`src/rtl/mem_stage.sv`:
```
// Memory stage: issues data-memory loads/stores, waits for ack or timeout,
// and produces the writeback and forwarding results for the register file.
module mem_stage #(
  parameter int MEM_TIMEOUT = 255
) (
  input  logic        clk,
  input  logic        rst,
  input  logic        input_valid,
  input  logic [7:0]  input_control,
  input  logic [31:0] input_ALU_result,
  input  logic [31:0] input_write_data,
  input  logic [4:0]  input_reg_addr,
  input  logic [1:0]  input_ls,
  output logic        mem_req,
  output logic        mem_we,
  output logic [31:0] mem_addr,
  output logic [31:0] mem_wdata,
  output logic [3:0]  mem_be,
  input  logic        mem_ack,
  input  logic [31:0] mem_rdata,
  output logic        stall,
  output logic        t_wb_valid,
  output logic        t_wb_reg_write,
  output logic [4:0]  t_wb_reg_addr,
  output logic [31:0] t_wb_data,
  output logic [4:0]  output_mempro_addr,
  output logic [31:0] output_mempro_data,
  output logic        misalign_err,
  output logic        bus_err
);

  localparam int CNT_W = (MEM_TIMEOUT < 2) ? 1 : $clog2(MEM_TIMEOUT);
  localparam logic [CNT_W-1:0] CNT_LAST = CNT_W'(MEM_TIMEOUT - 1);

  typedef enum logic {S_IDLE, S_WAIT} state_t;

  function automatic logic is_aligned(input logic [1:0] ls, input logic [1:0] a);
    case (ls)
      2'b01:   return ~a[0];
      2'b10:   return 1'b1;
      default: return (a == 2'b00);
    endcase
  endfunction

  function automatic logic [3:0] lane_enables(input logic [1:0] ls, input logic [1:0] a);
    case (ls)
      2'b01:   return a[1] ? 4'b1100 : 4'b0011;
      2'b10:   return 4'b0001 << a;
      default: return 4'b1111;
    endcase
  endfunction

  function automatic logic [31:0] store_lanes(input logic [1:0] ls, input logic [31:0] wd);
    case (ls)
      2'b01:   return {2{wd[15:0]}};
      2'b10:   return {4{wd[7:0]}};
      default: return wd;
    endcase
  endfunction

  function automatic logic [31:0] load_extract(input logic [1:0] ls, input logic [1:0] a,
                                               input logic [31:0] rd, input logic uns);
    logic [15:0] h;
    logic [7:0]  b;
    h = a[1] ? rd[31:16] : rd[15:0];
    case (a)
      2'd0:    b = rd[7:0];
      2'd1:    b = rd[15:8];
      2'd2:    b = rd[23:16];
      default: b = rd[31:24];
    endcase
    case (ls)
      2'b01:   return uns ? {16'h0, h} : {{16{h[15]}}, h};
      2'b10:   return uns ? {24'h0, b} : {{24{b[7]}}, b};
      default: return rd;
    endcase
  endfunction

  state_t           state_p1, state_n;
  logic [CNT_W-1:0] cnt_p1;
  logic [31:0]      alu_p1;
  logic [4:0]       rd_p1;
  logic [1:0]       ls_p1;
  logic             rw_p1, m2r_p1, uns_p1;

  logic memop_in, aligned_in;
  logic capture, pass_wb, mis_wb, ack_hit, tmo_hit;
  logic [31:0] ld_data;
  logic unused_ctl;

  assign memop_in   = input_control[2] | input_control[3];
  assign aligned_in = is_aligned(input_ls, input_ALU_result[1:0]);
  assign unused_ctl = ^{input_control[7], input_control[1:0]};
  assign ld_data    = load_extract(ls_p1, alu_p1[1:0], mem_rdata, uns_p1);

  always_comb begin
    state_n = state_p1;
    capture = 1'b0;
    pass_wb = 1'b0;
    mis_wb  = 1'b0;
    ack_hit = 1'b0;
    tmo_hit = 1'b0;
    case (state_p1)
      S_IDLE: begin
        if (input_valid) begin
          if (!memop_in)        pass_wb = 1'b1;
          else if (!aligned_in) mis_wb  = 1'b1;
          else begin
            capture = 1'b1;
            state_n = S_WAIT;
          end
        end
      end
      S_WAIT: begin
        if (mem_ack) begin
          ack_hit = 1'b1;
          state_n = S_IDLE;
        end else if (cnt_p1 == CNT_LAST) begin
          tmo_hit = 1'b1;
          state_n = S_IDLE;
        end
      end
      default: state_n = S_IDLE;
    endcase
  end

  assign stall              = (state_p1 == S_WAIT) | capture;
  assign output_mempro_addr = (t_wb_valid & t_wb_reg_write) ? t_wb_reg_addr : 5'd0;
  assign output_mempro_data = t_wb_data;

  always_ff @(posedge clk) begin
    if (rst) state_p1 <= S_IDLE;
    else     state_p1 <= state_n;
  end

  // Capture stage: the accepted access is held here for the whole WAIT phase
  always_ff @(posedge clk) begin
    if (capture) begin
      alu_p1 <= input_ALU_result;
      rd_p1  <= input_reg_addr;
      ls_p1  <= input_ls;
      rw_p1  <= input_control[4];
      m2r_p1 <= input_control[5];
      uns_p1 <= input_control[6];
    end
  end

  // Bus and writeback stage
  always_ff @(posedge clk) begin
    if (rst) begin
      cnt_p1         <= '0;
      mem_req        <= 1'b0;
      mem_we         <= 1'b0;
      mem_addr       <= '0;
      mem_wdata      <= '0;
      mem_be         <= '0;
      t_wb_valid     <= 1'b0;
      t_wb_reg_write <= 1'b0;
      t_wb_reg_addr  <= '0;
      t_wb_data      <= '0;
      misalign_err   <= 1'b0;
      bus_err        <= 1'b0;
    end else begin
      t_wb_valid   <= 1'b0;
      misalign_err <= 1'b0;
      bus_err      <= 1'b0;
      if (capture) begin
        cnt_p1    <= '0;
        mem_req   <= 1'b1;
        mem_we    <= input_control[3];
        mem_addr  <= {input_ALU_result[31:2], 2'b00};
        mem_be    <= lane_enables(input_ls, input_ALU_result[1:0]);
        mem_wdata <= store_lanes(input_ls, input_write_data);
      end
      if (pass_wb || mis_wb) begin
        t_wb_valid     <= 1'b1;
        t_wb_reg_addr  <= input_reg_addr;
        t_wb_data      <= input_ALU_result;
        t_wb_reg_write <= pass_wb & input_control[4] & (|input_reg_addr);
        misalign_err   <= mis_wb;
      end
      if (ack_hit || tmo_hit) begin
        mem_req        <= 1'b0;
        mem_we         <= 1'b0;
        t_wb_valid     <= 1'b1;
        t_wb_reg_addr  <= rd_p1;
        t_wb_data      <= (ack_hit && m2r_p1) ? ld_data : alu_p1;
        t_wb_reg_write <= ack_hit & rw_p1 & (|rd_p1);
        bus_err        <= tmo_hit;
      end else if (state_p1 == S_WAIT) begin
        cnt_p1 <= cnt_p1 + 1'b1;
      end
    end
  end

endmodule

```
`config.mk`:
```
export PLATFORM = sky130hd
export DESIGN_NAME = mem_stage
export DESIGN_NICKNAME = d
export VERILOG_FILES = /design/src/rtl/mem_stage.sv
export SDC_FILE = /design/constraint.sdc
export NUM_CORES = 1
export LEC_CHECK = 0
export BUFFER_PORTS_ARGS = -buffer_cell sky130_fd_sc_hd__buf_2
export CORE_MARGIN = 3
export CORE_UTILIZATION = 25
export DETAILED_ROUTE_END_ITERATION = 12
export GPL_ROUTABILITY_DRIVEN = 0
export PLACE_DENSITY = 0.42
export REMOVE_ABC_BUFFERS = 1
export SETUP_SLACK_MARGIN = 0.15
export SYNTH_ARGS = -nofsm -noshare
export SYNTH_HDL_FRONTEND = slang
export SYNTH_SLANG_ARGS = --single-unit
```
`constraint.sdc`:
```
create_clock -name clk -period 2.6 [get_ports clk]
set_input_delay 0.26 -clock clk [delete_from_list [all_inputs] [get_ports clk]]
set_output_delay 0.26 -clock clk [all_outputs]
set_load 0.1 [all_outputs]
```
==> results of run 1 <==
[layout make-up]
| cell class | count | area [um^2] |
|---|---|---|
| timing repair buffer | 286 | 1584 |
| multi-input combinational | 559 | 3258 |
| sequential | 160 | 3623 |
| tap | 390 | 488.0 |
| clock buffer | 17 | 425.4 |
| inverter | 30 | 118.9 |
| fill | 3165 | 19990 |
| antenna | 4 | 10.01 |
| clock inverter | 15 | 216.5 |
[cells in the mapped netlist, types with 6 or more instances]
cell type  number  area (um^2)
buf_4          37        277.8
o22ai_1        16        100.1
dfxtp_1       118         2362
nor2_1         39        146.4
nor3_1         13        65.06
o32ai_1        13        113.9
buf_2          24        120.1
and3_1         14        87.58
a21oi_1       121        605.6
o21ai_0        23        115.1
nor3b_1        10        75.07
edfxtp_1       42         1261
a211oi_1       15        112.6
a221oi_1       10        87.58
nand3_1        13        65.06
inv_1          28        105.1
a311oi_1        7        61.31
nand2_1       138        518.0
o2bb2ai_1       7        61.31
nor4_1          8        50.05
o2111ai_1       8        70.07
clkbuf_1       29        108.9
ha_1            6        75.07
nor2b_1         7        43.79
[final timing paths]
check,end,slack [ns],cells after the start
setup / recovery,output_mempro_data[6]$_SDFFE_PP0P_,0.38,6
hold / removal,m2r_p1$_DFFE_PP_,0.03,1
setup reg to reg,output_mempro_data[6]$_SDFFE_PP0P_,0.38,6
hold reg to reg,mem_wdata[10]$_SDFFE_PP0P_,0.45,2
[report_power, final]
group | internal [mW] | leakage (nW) | total [mW] | switching, mW
logic | 0.398 | 2.42 | 2.13 | 1.73
registers | 2.70 | 1.35 | 2.80 | 0.0961
clock network | 1.64 | 0.314 | 2.79 | 1.15
[stage by stage]
step | hold WS, ns | cell area (um^2)
finish | 0.03266 | 9724
global route | 0.006448 | 9717
CTS | 0.01696 | 9711
detailed placement | 0.4404 | 9059
global placement | 0.4348 | 9059
floorplan | 0.3291 | 6975
[routing by layer]
metal	global-route usage [%]	wire, um
met1	21.83	12700
met2	25.58	12180
met3	5.585	2079
met4	2.413	133
met5	0	21
[repair_timing]
action                                 CTS  global route
gates resized for setup                  0             2
hold buffers                             1             0
setup endpoints to repair                0             3
setup buffers                            0             0
endpoints found under the hold margin    1             0
[cells in the final DEF (no fill, tap or decap), types with 6 or more instances in the layout]
master	count
buf_12	6
ha_1	6
o2bb2ai_1	6
nor4_1	8
inv_1	28
a311oi_1	7
a221oi_1	10
buf_2	256
dfxtp_1	118
a211oi_1	15
nor2b_1	7
and3_1	14
nand3_1	12
a21oi_1	121
nor2_1	39
o22ai_1	16
buf_4	23
nor3b_1	10
o21ai_0	22
edfxtp_1	42
clkbuf_16	17
inv_6	7
nand2_1	138
o32ai_1	13
o2111ai_1	8
nor3_1	13
[sequential cells by signal, summed over array words and instances (netlist names), 4 cells and up]
name / count
mem_addr: 30
alu_p1: 32
mem_be: 4
t_wb_reg_addr: 5
rd_p1: 5
cnt_p1: 8
output_mempro_data: 32
mem_wdata: 32
[cells by family (layout without fill, tap and decap cells)]
kind of cell | after synthesis | in the layout | share of synthesized area, %
multiplexers | 6 | 6 | 0.9766
flip-flops | 160 | 160 | 47.94
AND/OR/NAND/NOR | 279 | 279 | 18.03
adder cells (fa/ha/maj) | 6 | 6 | 0.9932
other | 1 | 6 | 0.04961
buffers and inverters | 127 | 348 | 9.253
AO/OA/AOI/OAI | 266 | 266 | 22.76
[worst max-delay path, cell delays in order, from the launching register on]
cell,delay [ns]
edfxtp_1,0.41
ha_1,0.49
clkinvlp_4,0.34
nand2_1,0.16
a311oi_1,0.07
a2111oi_0,0.51
nor3_1,0.10
==> impl_metrics.csv, run 1 <==
group,metric,value,unit
timing,tightest_slew,0.8969,ns
synthesis,syn_area_per_cell,8.945,um^2
cts,htree_levels,4,
run_status,status,"completed",
critical_path,critical_path.startpoint,"ls_p1[1]$_DFFE_PP_",
cts,cts-root-buf,"clkbuf_16",
power,p_per_area,794.3,nW/um^2
synthesis,synth_ff_type,"dfxtp_1",
cts,cts_sinks,160,
cts,cts_tree,"yes",
floorplan,io_pins,264,
synthesis,synth_cells,845,
place,dp_hpwl,19.42,mm
global_route,grt_pass1_wl,41.17,mm
synthesis,syn_area,7558,um^2
synthesis,synth_seq_cells,160,
global_route,grt.total_usage,16.15,%
timing,period_needed,2.221,ns
worst_hold_path,min_path_type,"in2reg",
critical_path,rr_startpoint,"ls_p1[1]$_DFFE_PP_",
cts,cts_buffers,17,
critical_path,end_kind,"flip-flop",
global_route,antenna_found_initial,4,
finish,area_growth,28.65,%
synthesis,ys_async_sr_fraction,0,%
power,ir_drop,0.0004347,V
timing,tns,0,ns
floorplan,core_area,29720,um^2
timing,finalWorstSetupSlack,0.3790,ns
floorplan,fp.dieW,179.9,um
cts,path_clk_slew,0.07,ns
floorplan,initial_core_util,25.43,%
timing,max_clock_freq,450.2,MHz
critical_path,startpoint_type,"flip-flop",
place,place.port_buffers,258,
timing,clock_skew,0.009910,ns
detailed_routing,avgRoutedWirePerCell,18.56,um
floorplan,row_count,63,
detailed_routing,first_pass_iters,5,
detailed_routing,drcViolationCount,0,
timing,rsz0062_at_grt,"false",
global_route,grt_pass1_vias,6639,
synthesis,synth_cell_types,69,
critical_path,critPathMaxFanout,14,
timing,slew_violations,0,
finish,fin_cells,1461,
global_route,grt_max_degree,57,
timing,finalSetupViolations,0,
detailed_routing,num_vias,6948,
synthesis,synth_edf_count,42,
detailed_routing,drt_iter0_markers,300,
critical_path,criticalPathCategory,"reg2reg",
finish,final_layout_size_suffix_gt1_share,31.87,%
timing,maxSlewHeadroom,40.14,%
synthesis,yosysWarningCount,0,
power,p_leak,4.081,nW
timing,finalCritPeriodShare,85.42,%
synthesis,yosysSeqAreaShare,47.94,%
detailed_routing,drt-total-wl,27.11,mm
finish,fin_util,32.72,%
timing,hold_viol_final,0,
floorplan,die_y,179.9,um
cts,clk_latency,0.43,ns
finish,layout.nets,1175,
detailed_routing,ant_nets,0,
place,place_inst,1424,
worst_hold_path,min-delay-start,"input_control[5]",
floorplan,dieArea,32360,um^2
place,place_ws,0.2803,ns
critical_path,worstPathArrival,2.50,ns
cts,cts_buffer_depth,2,
power,total_power,7.724,mW
global_route,grt-ovfl-total,0,
critical_path,required,2.88,ns
detailed_routing,vias_per_cell,4.756,
job,drv_cap,0,
Power figures use the tool's default switching activity.
==> run 2: changes to the inputs <==
- SKIP_LAST_GASP: default -> 1
- clock period: 2.6 -> 2.46 ns (I/O delays scaled with it)
==> impl_metrics.csv, run 2 (same netlist as run 1, synthesis figures left out) <==
group,metric,value,unit
floorplan,initial_core_util,25.43,%
power,p_seq_share,37.5,%
cts,htree_levels,4,
timing,period_needed,2.148,ns
power,switching_share,38.59,%
run_status,status,"completed",
critical_path,worstPathArrival,2.48,ns
critical_path,critical_path.startpoint,"alu_p1[0]$_DFFE_PP_",
finish,fin_util,32.69,%
detailed_routing,drcViolationCount,0,
floorplan,die_y,179.9,um
detailed_routing,first_pass_iters,5,
critical_path,critPathMaxFanout,9,
timing,tns,0,ns
critical_path,end_kind,"flip-flop",
timing,clock_skew,0.01087,ns
timing,rsz0062_at_grt,"false",
power,p_leak,4.080,nW
power,p_per_area,811.0,nW/um^2
detailed_routing,avgRoutedWirePerCell,18.71,um
critical_path,crit_chain,"mux4_2, a22oi_2, o31ai_4, buf_4, a21oi_1, nor4_1",
timing,max_clock_freq,465.5,MHz
power,total_power,7.879,mW
timing,finalSetupViolations,0,
critical_path,worst-r2r-cell-count,6,
detailed_routing,vias_per_cell,4.765,
finish,layout.nets,1183,
finish,final_layout_size_suffix_gt1_share,32.03,%
global_route,grt_pass1_vias,6893,
global_route,grt.total_usage,16.48,%
floorplan,core_area,29720,um^2
finish,layout_common_cells,"256 x buf_2, 137 x nand2_1, 121 x a21oi_1",
worst_hold_path,hold_depth,1,
timing,hold_viol_final,0,
power,switching_power,3.041,mW
timing,slew_violations,0,
cts,postCtsSetupBuffers,0,
finish,final_common_cell,"buf_2",
cts,clk_latency,0.43,ns
detailed_routing,drt-total-wl,27.41,mm
timing,maxSlewHeadroom,43.30,%
worst_hold_path,min_path_type,"in2reg",
place,dp_hpwl,19.67,mm
finish,area_growth,28.54,%
global_route,grt-ovfl-total,0,
critical_path,startpoint_type,"flip-flop",
power,clockPowerShare,33.6,%
cts,cts-root-buf,"clkbuf_16",
cts,cts_tree,"yes",
detailed_routing,drt_iter0_markers,318,
power,p_comb_share,28.8,%
power,p_int,4.838,mW
floorplan,fp.dieW,179.9,um
floorplan,io_pins,264,
detailed_routing,ant_nets,0,
cts,cts_buffers,17,
critical_path,criticalPathCategory,"reg2reg",
finish,num-fill-cells,3154,
critical_path,critPathMaxStageDelay,0.49,ns
floorplan,row_count,63,
cts,cts_sinks,160,
cts,cts_buffer_depth,2,
timing,finalCritPeriodShare,87.33,%
critical_path,rr_startpoint,"alu_p1[0]$_DFFE_PP_",
power,ir_drop,0.0004016,V
critical_path,required,2.79,ns
detailed_routing,num_vias,6980,
global_route,grt_max_degree,112,
critical_path,cpMaxStageDelayCell,"edfxtp_1",
timing,tightest_slew,0.8495,ns
global_route,antenna_found_initial,5,
job,drv_cap,0,
cts,path_clk_slew,0.07,ns
worst_hold_path,min-delay-start,"input_ALU_result[22]",
place,place.port_buffers,258,
floorplan,dieArea,32360,um^2
global_route,grt_pass1_wl,42.19,mm
[run 2: cell types whose count changed in the layout (fill, tap and decap cells not counted), moves of 2 or more]
cell	change
buf_4	+7
inv_6	-7
clkbuf_1	+4
diode_2	-3
bufinv_16	-2
clkinvlp_4	+2
inv_8	-2
[run 2: what timing repair did]
action,CTS,global route
hold buffers,1,1
setup endpoints to repair,0,6
endpoints found under the hold margin,1,1
resized for setup,0,3
[run 2: power groups by stage]
| stage | clock network, mW | logic (mW) | registers [mW] |
|---|---|---|---|
| 6_report | 2.65 | 2.27 | 2.96 |
| 3_5_place_dp | 0 | 2.28 | 3.02 |
| 3_3_place_gp | 0 | 2.28 | 3.02 |
| 4_1_cts | 2.74 | 2.28 | 2.96 |
| 5_1_grt | 2.86 | 2.38 | 2.98 |
| 2_1_floorplan | 0 | 0.454 | 4.23 |
[run 2: per-stage QoR]
stage / area [um^2] / hold WS, ns / worst slack (ns) / std cells
floorplan: 6975 / 0.3151 / -2.567 / 749
global placement: 9111 / 0.4252 / 0.2270 / 1431
detailed placement: 9111 / 0.4260 / 0.1811 / 1431
CTS: 9694 / 0.0008294 / 0.2931 / 1463
global route: 9713 / 0.004503 / 0.1518 / 1464
finish: 9716 / 0.02077 / 0.3116 / 1465
[run 2: final timing paths]
path / slack (ns) / endpoint
max: 0.31 / output_mempro_data[21]$_SDFFE_PP0P_
min: 0.02 / alu_p1[22]$_DFFE_PP_
max reg2reg: 0.31 / output_mempro_data[21]$_SDFFE_PP0P_
min reg2reg: 0.45 / mem_addr[6]$_SDFFE_PP0P_
[run 2: layer usage]
layer | up-vias | global-route usage, % | share of wire (%)
met3 | 16 | 5.645 | 7.6
met2 | 228 | 26.32 | 46
met4 | 6 | 2.970 | 0.57
met5 | - | 0 | 0.13
met1 | 3276 | 21.93 | 46
li1 | 3454 | - | -
[run 2: cell type report]
class | instances | area (um^2) | share of cell area, %
timing repair buffer | 294 | 1647 | 16.95
tap | 390 | 488.0 | 5.023
clock inverter | 9 | 107.6 | 1.108
multi-input combinational | 559 | 3263 | 33.59
antenna | 1 | 2.502 | 0.02576
inverter | 30 | 118.9 | 1.223
clock buffer | 22 | 465.4 | 4.791
sequential | 160 | 3623 | 37.30
[run 2: critical path: cells and delay by family (launching register included)]
family / cells / cell delay [ns]
buf+inv: 1 / 0.26
mux: 1 / 0.43
simple gates: 1 / 0.24
compound gates: 3 / 0.63
flops: 1 / 0.49
==> run 3: changes to the inputs <==
- HOLD_SLACK_MARGIN: default -> 0.06
==> impl_metrics.csv, run 3 (same netlist as run 1, synthesis figures left out) <==
group,metric,value,unit
global_route,grt_pass1_vias,7049,
place,postPlaceCellArea,9111,um^2
job,drv_cap,0,
floorplan,die_y,179.9,um
cts,clk_latency,0.43,ns
global_route,grt-ovfl-total,0,
detailed_routing,first_pass_iters,6,
detailed_routing,drt-total-wl,27.68,mm
cts,path_clk_slew,0.06,ns
finish,final_common_cell,"buf_2",
place,place_ws,0.1811,ns
cts,cts_buffers,17,
finish,fin_util,33.91,%
cts,cts_tree,"yes",
cts,htree_levels,4,
floorplan,core_area,29720,um^2
cts,cts-root-buf,"clkbuf_16",
timing,clock_skew,0.01084,ns
timing,finalCritPeriodShare,87.01,%
timing,finalSetupViolations,0,
cts,postCtsSetupBuffers,0,
power,ir_drop,0.0004007,V
critical_path,worst-r2r-cell-count,6,
critical_path,required,2.79,ns
timing,rsz0062_at_grt,"false",
finish,layout.nets,1219,
place,place.port_buffers,258,
worst_hold_path,hold_depth,1,
timing,finalWorstSetupSlack,0.3196,ns
power,p_leak,4.231,nW
finish,area_growth,33.31,%
timing,tightest_slew,0.8704,ns
detailed_routing,num_vias,7102,
finish,layout_common_cells,"256 x buf_2, 137 x nand2_1, 121 x a21oi_1",
timing,hold_viol_final,0,
critical_path,critPathMaxFanout,9,
cts,cts_sinks,160,
floorplan,dieArea,32360,um^2
floorplan,io_pins,264,
global_route,grt.total_usage,16.64,%
critical_path,startpoint_type,"flip-flop",
power,p_per_area,786.8,nW/um^2
worst_hold_path,min_path_type,"in2reg",
detailed_routing,avgRoutedWirePerCell,18.44,um
place,dp_hpwl,19.67,mm
floorplan,fp.dieW,179.9,um
global_route,grt_pass1_wl,42.75,mm
critical_path,criticalPathCategory,"reg2reg",
critical_path,worstPathArrival,2.47,ns
critical_path,end_kind,"flip-flop",
detailed_routing,ant_nets,0,
run_status,status,"completed",
detailed_routing,drt_iter0_markers,323,
finish,final_layout_size_suffix_gt1_share,30.99,%
floorplan,initial_core_util,25.43,%
detailed_routing,vias_per_cell,4.732,
timing,maxSlewHeadroom,41.91,%
timing,max_clock_freq,467.2,MHz
floorplan,row_count,63,
detailed_routing,drcViolationCount,0,
global_route,grt_max_degree,112,
global_route,antenna_found_initial,4,
finish,design_area,10080,um^2
timing,slew_violations,0,
cts,cts_buffer_depth,2,
timing,period_needed,2.140,ns
-- run 3: cell count changes in the layout (fill, tap and decap cells not counted) --
cell           change
dlygate4sd3_1     +36
-- run 3: critical path, cell delays in order, from the launching register on --
cell and delay, ns:
edfxtp_1 0.49, mux4_2 0.43, a22oi_2 0.10, o31ai_4 0.47, buf_4 0.26, a21oi_1 0.06, nor4_1 0.24
-- run 3: cell type report --
class                   count  area [um^2]
repair buffers            330         2007
fillers                  3122        19640
clock buffers              22        465.4
clock inverters             9        107.6
inverters                  30        118.9
multi-input cells         559         3263
diodes                      1        2.502
flip-flops and latches    160         3623
well taps                 390        488.0
-- run 3: worst paths after layout --
path / start / end / slack, ns
hold reg to reg: mem_addr[6]$_SDFFE_PP0P_ / mem_addr[6]$_SDFFE_PP0P_ / 0.45
setup / recovery: alu_p1[0]$_DFFE_PP_ / output_mempro_data[21]$_SDFFE_PP0P_ / 0.32
setup reg to reg: alu_p1[0]$_DFFE_PP_ / output_mempro_data[21]$_SDFFE_PP0P_ / 0.32
hold / removal: input_ls[1] / ls_p1[1]$_DFFE_PP_ / 0.08
-- run 3: metal layers --
layer	GRT usage (%)	share of wire, %	wire length [um]	vias up
li1	-	-	-	3521
met3	5.484	7.5	2072	14
met1	22.11	46	12730	3340
met4	2.970	0.56	155	4
met2	26.81	46	12690	223
met5	0	0.083	23	-
-- run 3: report_power, final --
part           internal (mW)  total (mW)  switching (mW)
clock network           1.55        2.65            1.10
logic                  0.467        2.32            1.85
registers               2.86        2.96          0.0996
-- run 3: through the flow --
step	setup TNS [ns]	instances	hold WS [ns]	power [mW]
after floorplan	-302.02	749	0.3151	4.688
after global placement	0	1431	0.4252	5.291
after detailed placement	0	1431	0.4260	5.295
after CTS	0	1500	0.06350	8.033
after global routing	0	1500	0.06920	8.264
final	0	1501	0.08206	7.928
-- run 3: repair_timing --
action                     4_1_cts  5_1_grt
hold buffers                    38        0
resized for setup                0        3
setup endpoints to repair        0        6
hold endpoints to repair        41        0
